**config.mk**
```make
export PLATFORM = sky130hd
export DESIGN_NAME = sec_an_search_ctrl_flat
export DESIGN_NICKNAME = d
export VERILOG_FILES = /design/src/rtl/sec_an_pkg.sv /design/src/rtl/sec_an_search_ctrl_if.sv /design/src/rtl/sec_an_residue_serial.sv /design/src/rtl/sec_an_search_ctrl.sv /design/src/flat_wrapper.sv
export SDC_FILE = /design/constraint.sdc
export NUM_CORES = 1
export LEC_CHECK = 0
export ABC_CLOCK_PERIOD_IN_PS = 5950
export BUFFER_PORTS_ARGS = -buffer_cell sky130_fd_sc_hd__clkbuf_2
export CORE_UTILIZATION = 36
export CTS_BUF_LIST = sky130_fd_sc_hd__clkbuf_4 sky130_fd_sc_hd__clkbuf_8 sky130_fd_sc_hd__clkbuf_16
export DETAILED_ROUTE_END_ITERATION = 12
export GPL_ROUTABILITY_DRIVEN = 1
export SLEW_MARGIN = 20
export SYNTH_ARGS = -nofsm -noshare
export SYNTH_HDL_FRONTEND = slang
export SYNTH_SLANG_ARGS = --single-unit
```
**constraint.sdc**
```tcl
create_clock -name clk -period 5.95 [get_ports clk]
set_input_delay 0 -clock clk [delete_from_list [all_inputs] [get_ports clk]]
set_output_delay 0 -clock clk [all_outputs]
set_load 0.1 [all_outputs]
```
**src/rtl/sec_an_pkg.sv**
```systemverilog
// Shared constants, status codes and controller states for the A=17619 AN-code
// single-error-correction search controller.
package sec_an_pkg;

    localparam int N  = 43;
    localparam int RW = 15;
    localparam int LW = 7;
    localparam int A  = 17619;

    typedef enum logic [1:0] {
        ERR_NONE = 2'd0,
        ERR_FIX  = 2'd1,
        ERR_UNC  = 2'd2
    } err_t;

    typedef enum logic [2:0] {
        IDLE,
        RESID,
        SEARCH,
        FIX,
        DONE
    } state_t;

    // Search order: even index i -> +(i/2+1), odd index i -> -(i/2+1).
    function automatic logic signed [LW-1:0] cand_loc(input logic [LW-1:0] i);
        logic [LW-1:0] m;
        m = (i >> 1) + LW'(1);
        return i[0] ? $signed(-m) : $signed(m);
    endfunction

endpackage

```
**src/rtl/sec_an_search_ctrl_if.sv**
```systemverilog
// Codeword-in / result-out handshake plus the shared LUT port of the controller.
interface sec_an_search_ctrl_if;
    import sec_an_pkg::*;

    logic                 in_valid;
    logic                 in_ready;
    logic [N-1:0]         in_cw;
    logic                 out_valid;
    logic                 out_ready;
    logic [N-1:0]         out_cw;
    logic [1:0]           out_err;
    logic signed [LW-1:0] out_loc;
    logic signed [LW-1:0] lut_l;
    logic [RW-1:0]        lut_r;

    modport master (
        output in_valid, in_cw, out_ready, lut_r,
        input  in_ready, out_valid, out_cw, out_err, out_loc, lut_l
    );

    modport slave (
        input  in_valid, in_cw, out_ready, lut_r,
        output in_ready, out_valid, out_cw, out_err, out_loc, lut_l
    );

endinterface

```
**src/rtl/sec_an_residue_serial.sv**
```systemverilog
// Bit-serial mod-A accumulator, MSB first: s <- (2*s + bit) mod A.
module sec_an_residue_serial
    import sec_an_pkg::*;
(
    input  logic          clk,
    input  logic          clear,
    input  logic          step,
    input  logic          bit_in,
    output logic [RW-1:0] s
);

    localparam logic [RW:0] A_W = (RW+1)'(A);

    logic [RW:0] t;

    // s < A keeps t < 2A, so a single conditional subtract suffices.
    assign t = {s, bit_in};

    always_ff @(posedge clk) begin
        if (clear) begin
            s <= '0;
        end else if (step) begin
            s <= (t >= A_W) ? RW'(t - A_W) : t[RW-1:0];
        end
    end

endmodule

```
**src/rtl/sec_an_search_ctrl.sv**
```systemverilog
// Sequential AN-code corrector: serial residue, then a signed-location sweep of
// the external remainder LUT, then a single +/-2^k fix-up of the codeword.
module sec_an_search_ctrl
    import sec_an_pkg::*;
(
    input logic                 clk,
    input logic                 rst_n,
    sec_an_search_ctrl_if.slave bus
);

    state_t               state;
    logic                 accept;
    logic                 valid_q;
    logic [N-1:0]         cw_q;
    logic [N-1:0]         res_cw;
    err_t                 res_err;
    logic signed [LW-1:0] res_loc;
    logic signed [LW-1:0] lut_loc;
    logic signed [LW-1:0] loc_q;
    logic [5:0]           bit_idx;
    logic                 res_last;
    logic [LW-1:0]        idx;

    logic [RW-1:0]        s;
    logic                 res_clear;
    logic                 res_step;

    logic [LW-1:0]        loc_mag;
    logic [N:0]           delta;
    logic [N:0]           fix_sum;

    assign res_clear = (state == IDLE) && bus.in_valid;
    assign res_step  = (state == RESID) && !res_last;

    sec_an_residue_serial u_resid (
        .clk    (clk),
        .clear  (res_clear),
        .step   (res_step),
        .bit_in (cw_q[bit_idx]),
        .s      (s)
    );

    // Bit N of the N+1-bit result flags a borrow below zero or a carry past 2^N.
    assign loc_mag = loc_q[LW-1] ? LW'(-loc_q) : LW'(loc_q);
    assign delta   = (N+1)'(1) << (loc_mag - LW'(1));
    assign fix_sum = loc_q[LW-1] ? ({1'b0, cw_q} + delta) : ({1'b0, cw_q} - delta);

    assign bus.in_ready  = accept;
    assign bus.out_valid = valid_q;
    assign bus.out_cw    = res_cw;
    assign bus.out_err   = res_err;
    assign bus.out_loc   = res_loc;
    assign bus.lut_l     = lut_loc;

    always_ff @(posedge clk) begin
        if (!rst_n) begin
            state    <= IDLE;
            accept   <= 1'b1;
            valid_q  <= 1'b0;
            res_cw   <= '0;
            res_err  <= ERR_NONE;
            res_loc  <= '0;
            lut_loc  <= '0;
            bit_idx  <= '0;
            res_last <= 1'b0;
            idx      <= '0;
        end else begin
            case (state)
                IDLE: begin
                    if (bus.in_valid) begin
                        cw_q     <= bus.in_cw;
                        bit_idx  <= 6'(N - 1);
                        res_last <= 1'b0;
                        accept   <= 1'b0;
                        state    <= RESID;
                    end
                end
                // N accumulate cycles, then one cycle to inspect the final residue.
                RESID: begin
                    if (!res_last) begin
                        if (bit_idx == 6'd0) begin
                            res_last <= 1'b1;
                        end else begin
                            bit_idx <= bit_idx - 6'd1;
                        end
                    end else if (s == '0) begin
                        res_cw  <= cw_q;
                        res_err <= ERR_NONE;
                        res_loc <= '0;
                        valid_q <= 1'b1;
                        state   <= DONE;
                    end else begin
                        idx     <= '0;
                        lut_loc <= cand_loc('0);
                        state   <= SEARCH;
                    end
                end
                SEARCH: begin
                    if (bus.lut_r == s) begin
                        loc_q   <= lut_loc;
                        lut_loc <= '0;
                        state   <= FIX;
                    end else if (idx == LW'(2 * N - 1)) begin
                        lut_loc <= '0;
                        res_cw  <= cw_q;
                        res_err <= ERR_UNC;
                        res_loc <= '0;
                        valid_q <= 1'b1;
                        state   <= DONE;
                    end else begin
                        idx     <= idx + LW'(1);
                        lut_loc <= cand_loc(idx + LW'(1));
                    end
                end
                FIX: begin
                    if (fix_sum[N]) begin
                        res_cw  <= cw_q;
                        res_err <= ERR_UNC;
                        res_loc <= '0;
                    end else begin
                        res_cw  <= fix_sum[N-1:0];
                        res_err <= ERR_FIX;
                        res_loc <= loc_q;
                    end
                    valid_q <= 1'b1;
                    state   <= DONE;
                end
                DONE: begin
                    if (bus.out_ready) begin
                        valid_q <= 1'b0;
                        accept  <= 1'b1;
                        state   <= IDLE;
                    end
                end
                default: begin
                    state <= IDLE;
                end
            endcase
        end
    end

endmodule

```
**src/flat_wrapper.sv**
```systemverilog
// flat-port wrapper written by rule: the top's interface ports become plain ports
module sec_an_search_ctrl_flat import sec_an_pkg::*;
  (clk, rst_n, bus_in_valid, bus_in_cw, bus_out_ready, bus_lut_r, bus_in_ready, bus_out_valid, bus_out_cw, bus_out_err, bus_out_loc, bus_lut_l);
  sec_an_search_ctrl_if bus_i ();
  input logic clk;
  input logic rst_n;
  input wire logic [$bits(bus_i.in_valid)-1:0] bus_in_valid;
  input wire logic [$bits(bus_i.in_cw)-1:0] bus_in_cw;
  input wire logic [$bits(bus_i.out_ready)-1:0] bus_out_ready;
  input wire logic [$bits(bus_i.lut_r)-1:0] bus_lut_r;
  output wire logic [$bits(bus_i.in_ready)-1:0] bus_in_ready;
  output wire logic [$bits(bus_i.out_valid)-1:0] bus_out_valid;
  output wire logic [$bits(bus_i.out_cw)-1:0] bus_out_cw;
  output wire logic [$bits(bus_i.out_err)-1:0] bus_out_err;
  output wire logic [$bits(bus_i.out_loc)-1:0] bus_out_loc;
  output wire logic [$bits(bus_i.lut_l)-1:0] bus_lut_l;
  assign bus_i.in_valid = bus_in_valid;
  assign bus_i.in_cw = bus_in_cw;
  assign bus_i.out_ready = bus_out_ready;
  assign bus_i.lut_r = bus_lut_r;
  assign bus_in_ready = bus_i.in_ready;
  assign bus_out_valid = bus_i.out_valid;
  assign bus_out_cw = bus_i.out_cw;
  assign bus_out_err = bus_i.out_err;
  assign bus_out_loc = bus_i.out_loc;
  assign bus_lut_l = bus_i.lut_l;
  sec_an_search_ctrl u_core (.clk(clk), .rst_n(rst_n), .bus(bus_i));
endmodule
```
==> Yosys cells after proc, flatten, opt, wreduce, memory -nomap -nowiden <==
Cells that the tools add are included.
{ "totals": {"regBits": 143} }
{ "classes": {"add_sub_neg": 9, "n_lt_le_gt_ge": 2, "eq_ne": 17, "shifts": 1, "n_mux": 57, "reduce_logical": 21} }
{ "ops": {"columns": ["cell", "n"], "rows": [
  ["two-way mux 43 bit", 5],
  ["one-hot mux 43 bit (3 select lines)", 1],
  ["two-way mux 7 bit", 15],
  ["adder 43 x 44 -> 44 bit", 1],
  ["two-way mux 44 bit", 1],
  ["<< shifter 1 x 7 -> 44 bit, first input constant", 1],
  ["subtractor 43 x 44 -> 44 bit", 1],
  ["one-hot mux 7 bit (2 select lines)", 2],
  ["one-hot mux 7 bit (3 select lines)", 1],
  ["two-way mux 3 bit", 6],
  ["two-way mux 6 bit", 3],
  [">= comparator 16 x 15 -> 1 bit, second input constant", 1],
  ["inequality test 2 bit, second input constant", 8],
  ["equality test 15 bit", 1],
  ["zero test 15 bit", 1],
  ["two-way mux 15 bit", 1],
  ["one-hot mux 3 bit (5 select lines)", 1],
  ["subtractor 15 bit, second input constant", 1],
  ["negation 7 bit", 2],
  ["one-hot mux 6 bit (2 select lines)", 1],
  ["AND reduction 3 bit", 4],
  ["two-way mux 1 bit", 10],
  ["two-way mux 2 bit", 5],
  ["AND reduction 5 bit", 2],
  ["25 further kinds", 32]
]} }

==> Logic depth before layout (Yosys ltp) <==
{ "depth": {"depth_word": 8, "mapped_depth": 31, "ltp_nobuf": 27} }

==> Modules after synthesis <==
A second synthesis with hierarchy kept.
{ "hier_totals": {"hier_cells": 1368, "area_unflattened_um2": 11355.9} }
{ "by_module_without_submodules": {"columns": ["module", "instances", "cells_per_inst", "area_each_um2", "seq_area_each_um2"], "rows": [
  ["sec_an_search_ctrl", 1, 1258, 10407.5, 3062.9],
  ["sec_an_residue_serial", 1, 110, 948.4, 300.3]
]} }

==> Least setup slack after synthesis <==
No wires, ideal clock.
{ "synth_path": {"kind": "flip-flop to flip-flop", "from": "reg u_core.loc_q[0]", "to": "reg u_core.res_cw[19], in the netlist u_core.bus.out_cw[19]", "setup_time_ps": 132, "arrival_time_ps": 6352, "path_slack_ps": -534, "stages_incl_launch_ff": 29, "path_buffers": 3, "path_cell_list": "edfxtp_1 > buf_4 > inv_1 > ha_1 > nor3b_1 > a21oi_1 > a221o_1 > mux2i_4 > nor3_1 > nand2_1 > ha_1 > o21a_1 > a21boi_0 > a21oi_1 > o21ai_0 > a21o_1 > ha_1 > nand3_1 > or2_2 > o311ai_0 > o21ai_0 > a21o_1 > a211oi_1 > o311ai_1 > o21ai_2 > buf_6 > buf_6 > mux2i_1 > a21oi_1"} }
{ "synth_between": {"elab_chain_cells": 8} }
{ "synth_rtl": {"columns": ["element", "line", "rtl"], "rows": [
  ["start, declared", "sec_an_search_ctrl.sv:19", "logic signed [LW-1:0] loc_q;"],
  ["start signal, assigned", "sec_an_search_ctrl.sv:100", "loc_q <= lut_loc;"],
  ["negation 7 bit", "sec_an_search_ctrl.sv:44", "assign loc_mag = loc_q[LW-1] ? LW'(-loc_q) : LW'(loc_q);"],
  ["two-way mux 7 bit (*)", "sec_an_search_ctrl.sv:44", null],
  ["subtractor 7 x 1 -> 7 bit (*)", "sec_an_search_ctrl.sv:45", "assign delta = (N+1)'(1) << (loc_mag - LW'(1));"],
  ["<< shifter 1 x 7 -> 44 bit (*)", "sec_an_search_ctrl.sv:45", null],
  ["subtractor 43 x 44 -> 44 bit or adder 43 x 44 -> 44 bit (tied branches)", "sec_an_search_ctrl.sv:46", "assign fix_sum = loc_q[LW-1] ? ({1'b0, cw_q} + delta) : ({1'b0, cw_q} - delta);"],
  ["two-way mux 44 bit (*)", "sec_an_search_ctrl.sv:46", null],
  ["two-way mux 43 bit (*)", "sec_an_search_ctrl.sv:116", "if (fix_sum[N]) begin"],
  ["one-hot mux 43 bit (3 select lines) (*)", "sec_an_search_ctrl.sv:68", "case (state)"],
  ["end signal, assigned", "sec_an_search_ctrl.sv:87", "res_cw <= cw_q;"],
  ["end signal, assigned", "sec_an_search_ctrl.sv:117", "res_cw <= cw_q;"],
  ["end signal, assigned", "sec_an_search_ctrl.sv:121", "res_cw <= fix_sum[N-1:0];"],
  ["end, declared", "sec_an_search_ctrl.sv:15", "logic [N-1:0] res_cw;"]
]} }
Every way passes the cells marked *; elsewhere a longest branch is shown, timed or not.
A chain may end at the register's enable or synchronous reset.

==> Final worst setup path <==
{ "layout_path": {"from": "reg u_core.loc_q[0]", "to": "reg u_core.res_cw[17], in the netlist u_core.bus.out_cw[17]"} }
The elaborated chain is that of the path after synthesis.

==> summary.md <==
| Metric | Value |
|---|---|
| Metal3 WL | `1780 µm` |
| Arrival time at the worst endpoint | `6.23 ns` |
| Reg2Reg Depth | `31` |
| Maximum vdd drop | `0.275 mV` |
| Fin util | `0.501` |
| Asr flop ratio synth | `0` |
| Vias in the first global route | `11000` |
| Final worst path period need | `5.84 ns` |
| CTS tree | `yes` |
| Via count | `11800` |
| Leakage | `0.00639 µW` |
| DRT Pass-1 Iters | `5` |
| Ratio of cells with drive above 1 in the final layout | `0.289` |
| Largest net degree at the start of global routing | `58` |
| Crit path launch type | `flop` |
| Hold path depth | `5` |
| Synth Cell Area | `11200 µm²` |
| DPL Wire Length | `29200 µm` |
| EDFF count, synth | `50` |
| Post-synthesis sequential area ratio | `0.300` |
| M1 wire length | `17200 µm` |
| IO buf count | `122` |
| IO Pins | `123` |
| Yosys warns | `0` |
| Area Overhead vs Synth | `36.8%` |
| Skew-Pair Late Insertion Delay | `0.45 ns` |
| Status | `finished, final reports clean` |
| CTS clock-pin slew for the worst setup and hold paths | `0.07 ns` |
| Nets | `1805` |
| Setup TNS | `0 ns` |
| Fin Hold WS | `0.0802 ns` |
| Routed wl met2 | `18600 µm` |
| Power per Cell Area | `267 nW/µm²` |
| Distinct cells, synth | `92` |
| Core area | `30600 µm²` |
| Critical path's largest stage delay | `0.50 ns` |
| Std-Cell Rows | `64` |
| Total of max-cap violations | `0` |
| Chip width | `178 µm` |
| Vias per std cell | `5.61` |
| Routed Wire Length | `38700 µm` |
| Final Hold Vio Count | `0` |
| Crit share post-route | `0.981` |
| Worst min path class | `primary input to flop` |
| #FFs+latches synth | `143` |
| Top sig layer | `met4` |
| CP Capture Type | `flop` |
| # diodes | `0` |
| Clk root buf | `clkbuf_16` |
| Die area | `31800 µm²` |
| GR Overflow Total | `0` |
| WL/cell | `18.5 µm` |
| Clock Path Buffers | `2` |
| Final std cell area, no fill | `15300 µm²` |
| DR iter-0 viols | `865` |
| CP max FO | `7` |
| RSZ-0062 raised after global routing | `yes` |
| Slowest stage cell, crit path | `or4b_4` |
| Syn_area_per_cell | `8.25 µm²` |
| Antenna violations before repair | `0` |
| Die height | `178 µm` |
| Worst Path Required | `6.34 ns` |
| Num CTS Buffers | `17` |
| Slew @ Worst Pin | `1.14 ns` |
| Fmax | `171 MHz` |
| Slew headroom | `0.237` |
| First-pass GRT wire length | `59600 µm` |
| Final GP Congestion | `0.935` |
| DRC | `0` |
| Final Setup Violations | `0` |
| Crit Path Class | `flop to flop` |
| Starting Density | `0.366` |
| H-Tree Depth | `4` |
| Worst Skew | `0.0142 ns` |
| Total track usage | `0.242` |
| Syn Inst Count | `1358` |
| Syn_nets | `1476` |
| Final ANT Viol Nets | `0` |
| Max-slew violations | `0` |
| Ys flop type | `dfxtp_1` |
| Num Clock Sinks | `143` |
| Placed cell area | `13600 µm²` |
-- registers in the layout, indices dropped and copies added, names as in the netlist --
name,cells
u_core.res_last,1
u_core.state,3
u_core.cw_q,43
u_core.bus.in_ready,1
u_core.loc_q,7
u_core.bus.out_err,2
u_core.bus.out_cw,43
u_core.bus.out_loc,7
u_core.idx,7
u_core.u_resid.s,15
u_core.bit_idx,6
u_core.bus.out_valid,1
u_core.bus.lut_l,7
-- cell usage after synthesis (11+ instances only) --
cell      number  area (µm²)
xnor2_1       63         552
nand4_1       16         100
ha_1          55         688
mux4_2        12         270
nor3_1        33         165
nand2_1      118         443
inv_1         33         124
nand3_1       42         210
xor2_1        37         324
mux2i_1       46         460
nand2b_1      13        81.3
a21o_1        36         270
a21oi_1      122         611
clkbuf_1      61         229
o21ai_1       29         145
o21ai_0       79         395
dfxtp_1       93        1860
o21bai_1      14         105
a22oi_1       18         135
and3_1        11        68.8
nor2_1       129         484
a31oi_1       18         113
edfxtp_1      50        1500
a211oi_1      23         173
-- through the flow --
step | power (µW) | setup slack [ns] | instances
after floorplan | 2560 | 0.00337 | 1358
after CTS | 4070 | 0.0108 | 2083
final | 4090 | 0.112 | 2096
after global placement | 2960 | -0.167 | 2000
after global routing | 4310 | -0.0938 | 2096
after detailed placement | 2980 | -0.331 | 2000
-- cell families after synthesis --
logic type / count (synthesis) / share of synthesized area
compound gates: 447 / 0.257
simple gates: 436 / 0.188
flops: 143 / 0.300
buf+inv: 114 / 0.0424
xor+xnor: 101 / 0.0796
mux: 61 / 0.0692
fa+ha+maj: 56 / 0.0632
-- layout make-up --
cell class | instances | area [µm²]
fillers | 2905 | 15300
multi-input cells | 1101 | 7930
flip-flops and latches | 143 | 3360
repair buffers | 390 | 2850
clock buffers | 22 | 499
well taps | 396 | 495
inverters | 34 | 128
clock inverters | 10 | 70.1
-- worst paths after layout --
kind	slack, ns	to	from
min reg2reg	0.45	u_core.bus.out_cw[13]$_SDFFE_PN0P_	u_core.bus.out_cw[13]$_SDFFE_PN0P_
max	0.11	u_core.bus.out_cw[17]$_SDFFE_PN0P_	u_core.loc_q[0]$_DFFE_PP_
max reg2reg	0.11	u_core.bus.out_cw[17]$_SDFFE_PN0P_	u_core.loc_q[0]$_DFFE_PP_
min	0.08	u_core.state[0]$_SDFFE_PN0P_	bus_in_valid
-- report_power, final --
group	internal, µW	switching, µW
Combinational	612	1020
Sequential	1180	244
Clock	598	441
-- placed cells by master (no fill, tap or decap), types with 19 or more instances in the layout --
master / instances
a211oi_1: 21
a21o_1: 35
a21oi_1: 110
buf_4: 211
clkbuf_16: 19
clkbuf_2: 122
dfxtp_1: 93
dlygate4sd3_1: 45
edfxtp_1: 50
ha_1: 47
inv_1: 31
mux2i_1: 42
nand2_1: 116
nand3_1: 39
nor2_1: 124
nor3_1: 29
o21ai_0: 71
o21ai_1: 34
xnor2_1: 62
xor2_1: 33
-- per-layer routing --
layer  vias to the layer above  GRT usage
li1                       5708          -
met1                      5629      0.308
met4                         0     0.0904
met2                       351      0.411
met5                         -          0
met3                        66     0.0358
-- critical path, delay by kind of cell (launching register included) --
| kind | cells | cell delay (ns) |
|---|---|---|
| AO/OA/AOI/OAI | 10 | 1.55 |
| adder cells (fa/ha/maj) | 3 | 0.73 |
| buffers and inverters | 5 | 0.68 |
| multiplexers | 1 | 0.31 |
| AND/OR/NAND/NOR | 12 | 2.09 |
| flip-flops | 1 | 0.41 |
-- what timing repair did --
action	4_1_cts	5_1_grt
hold buffers	45	0
pin swaps	14	46
setup endpoints to repair	51	51
buffers inserted	5	12
resized for setup	20	88
cloned	1	1
endpoints found under the hold margin	46	0
(Power assumes the default switching activity.)
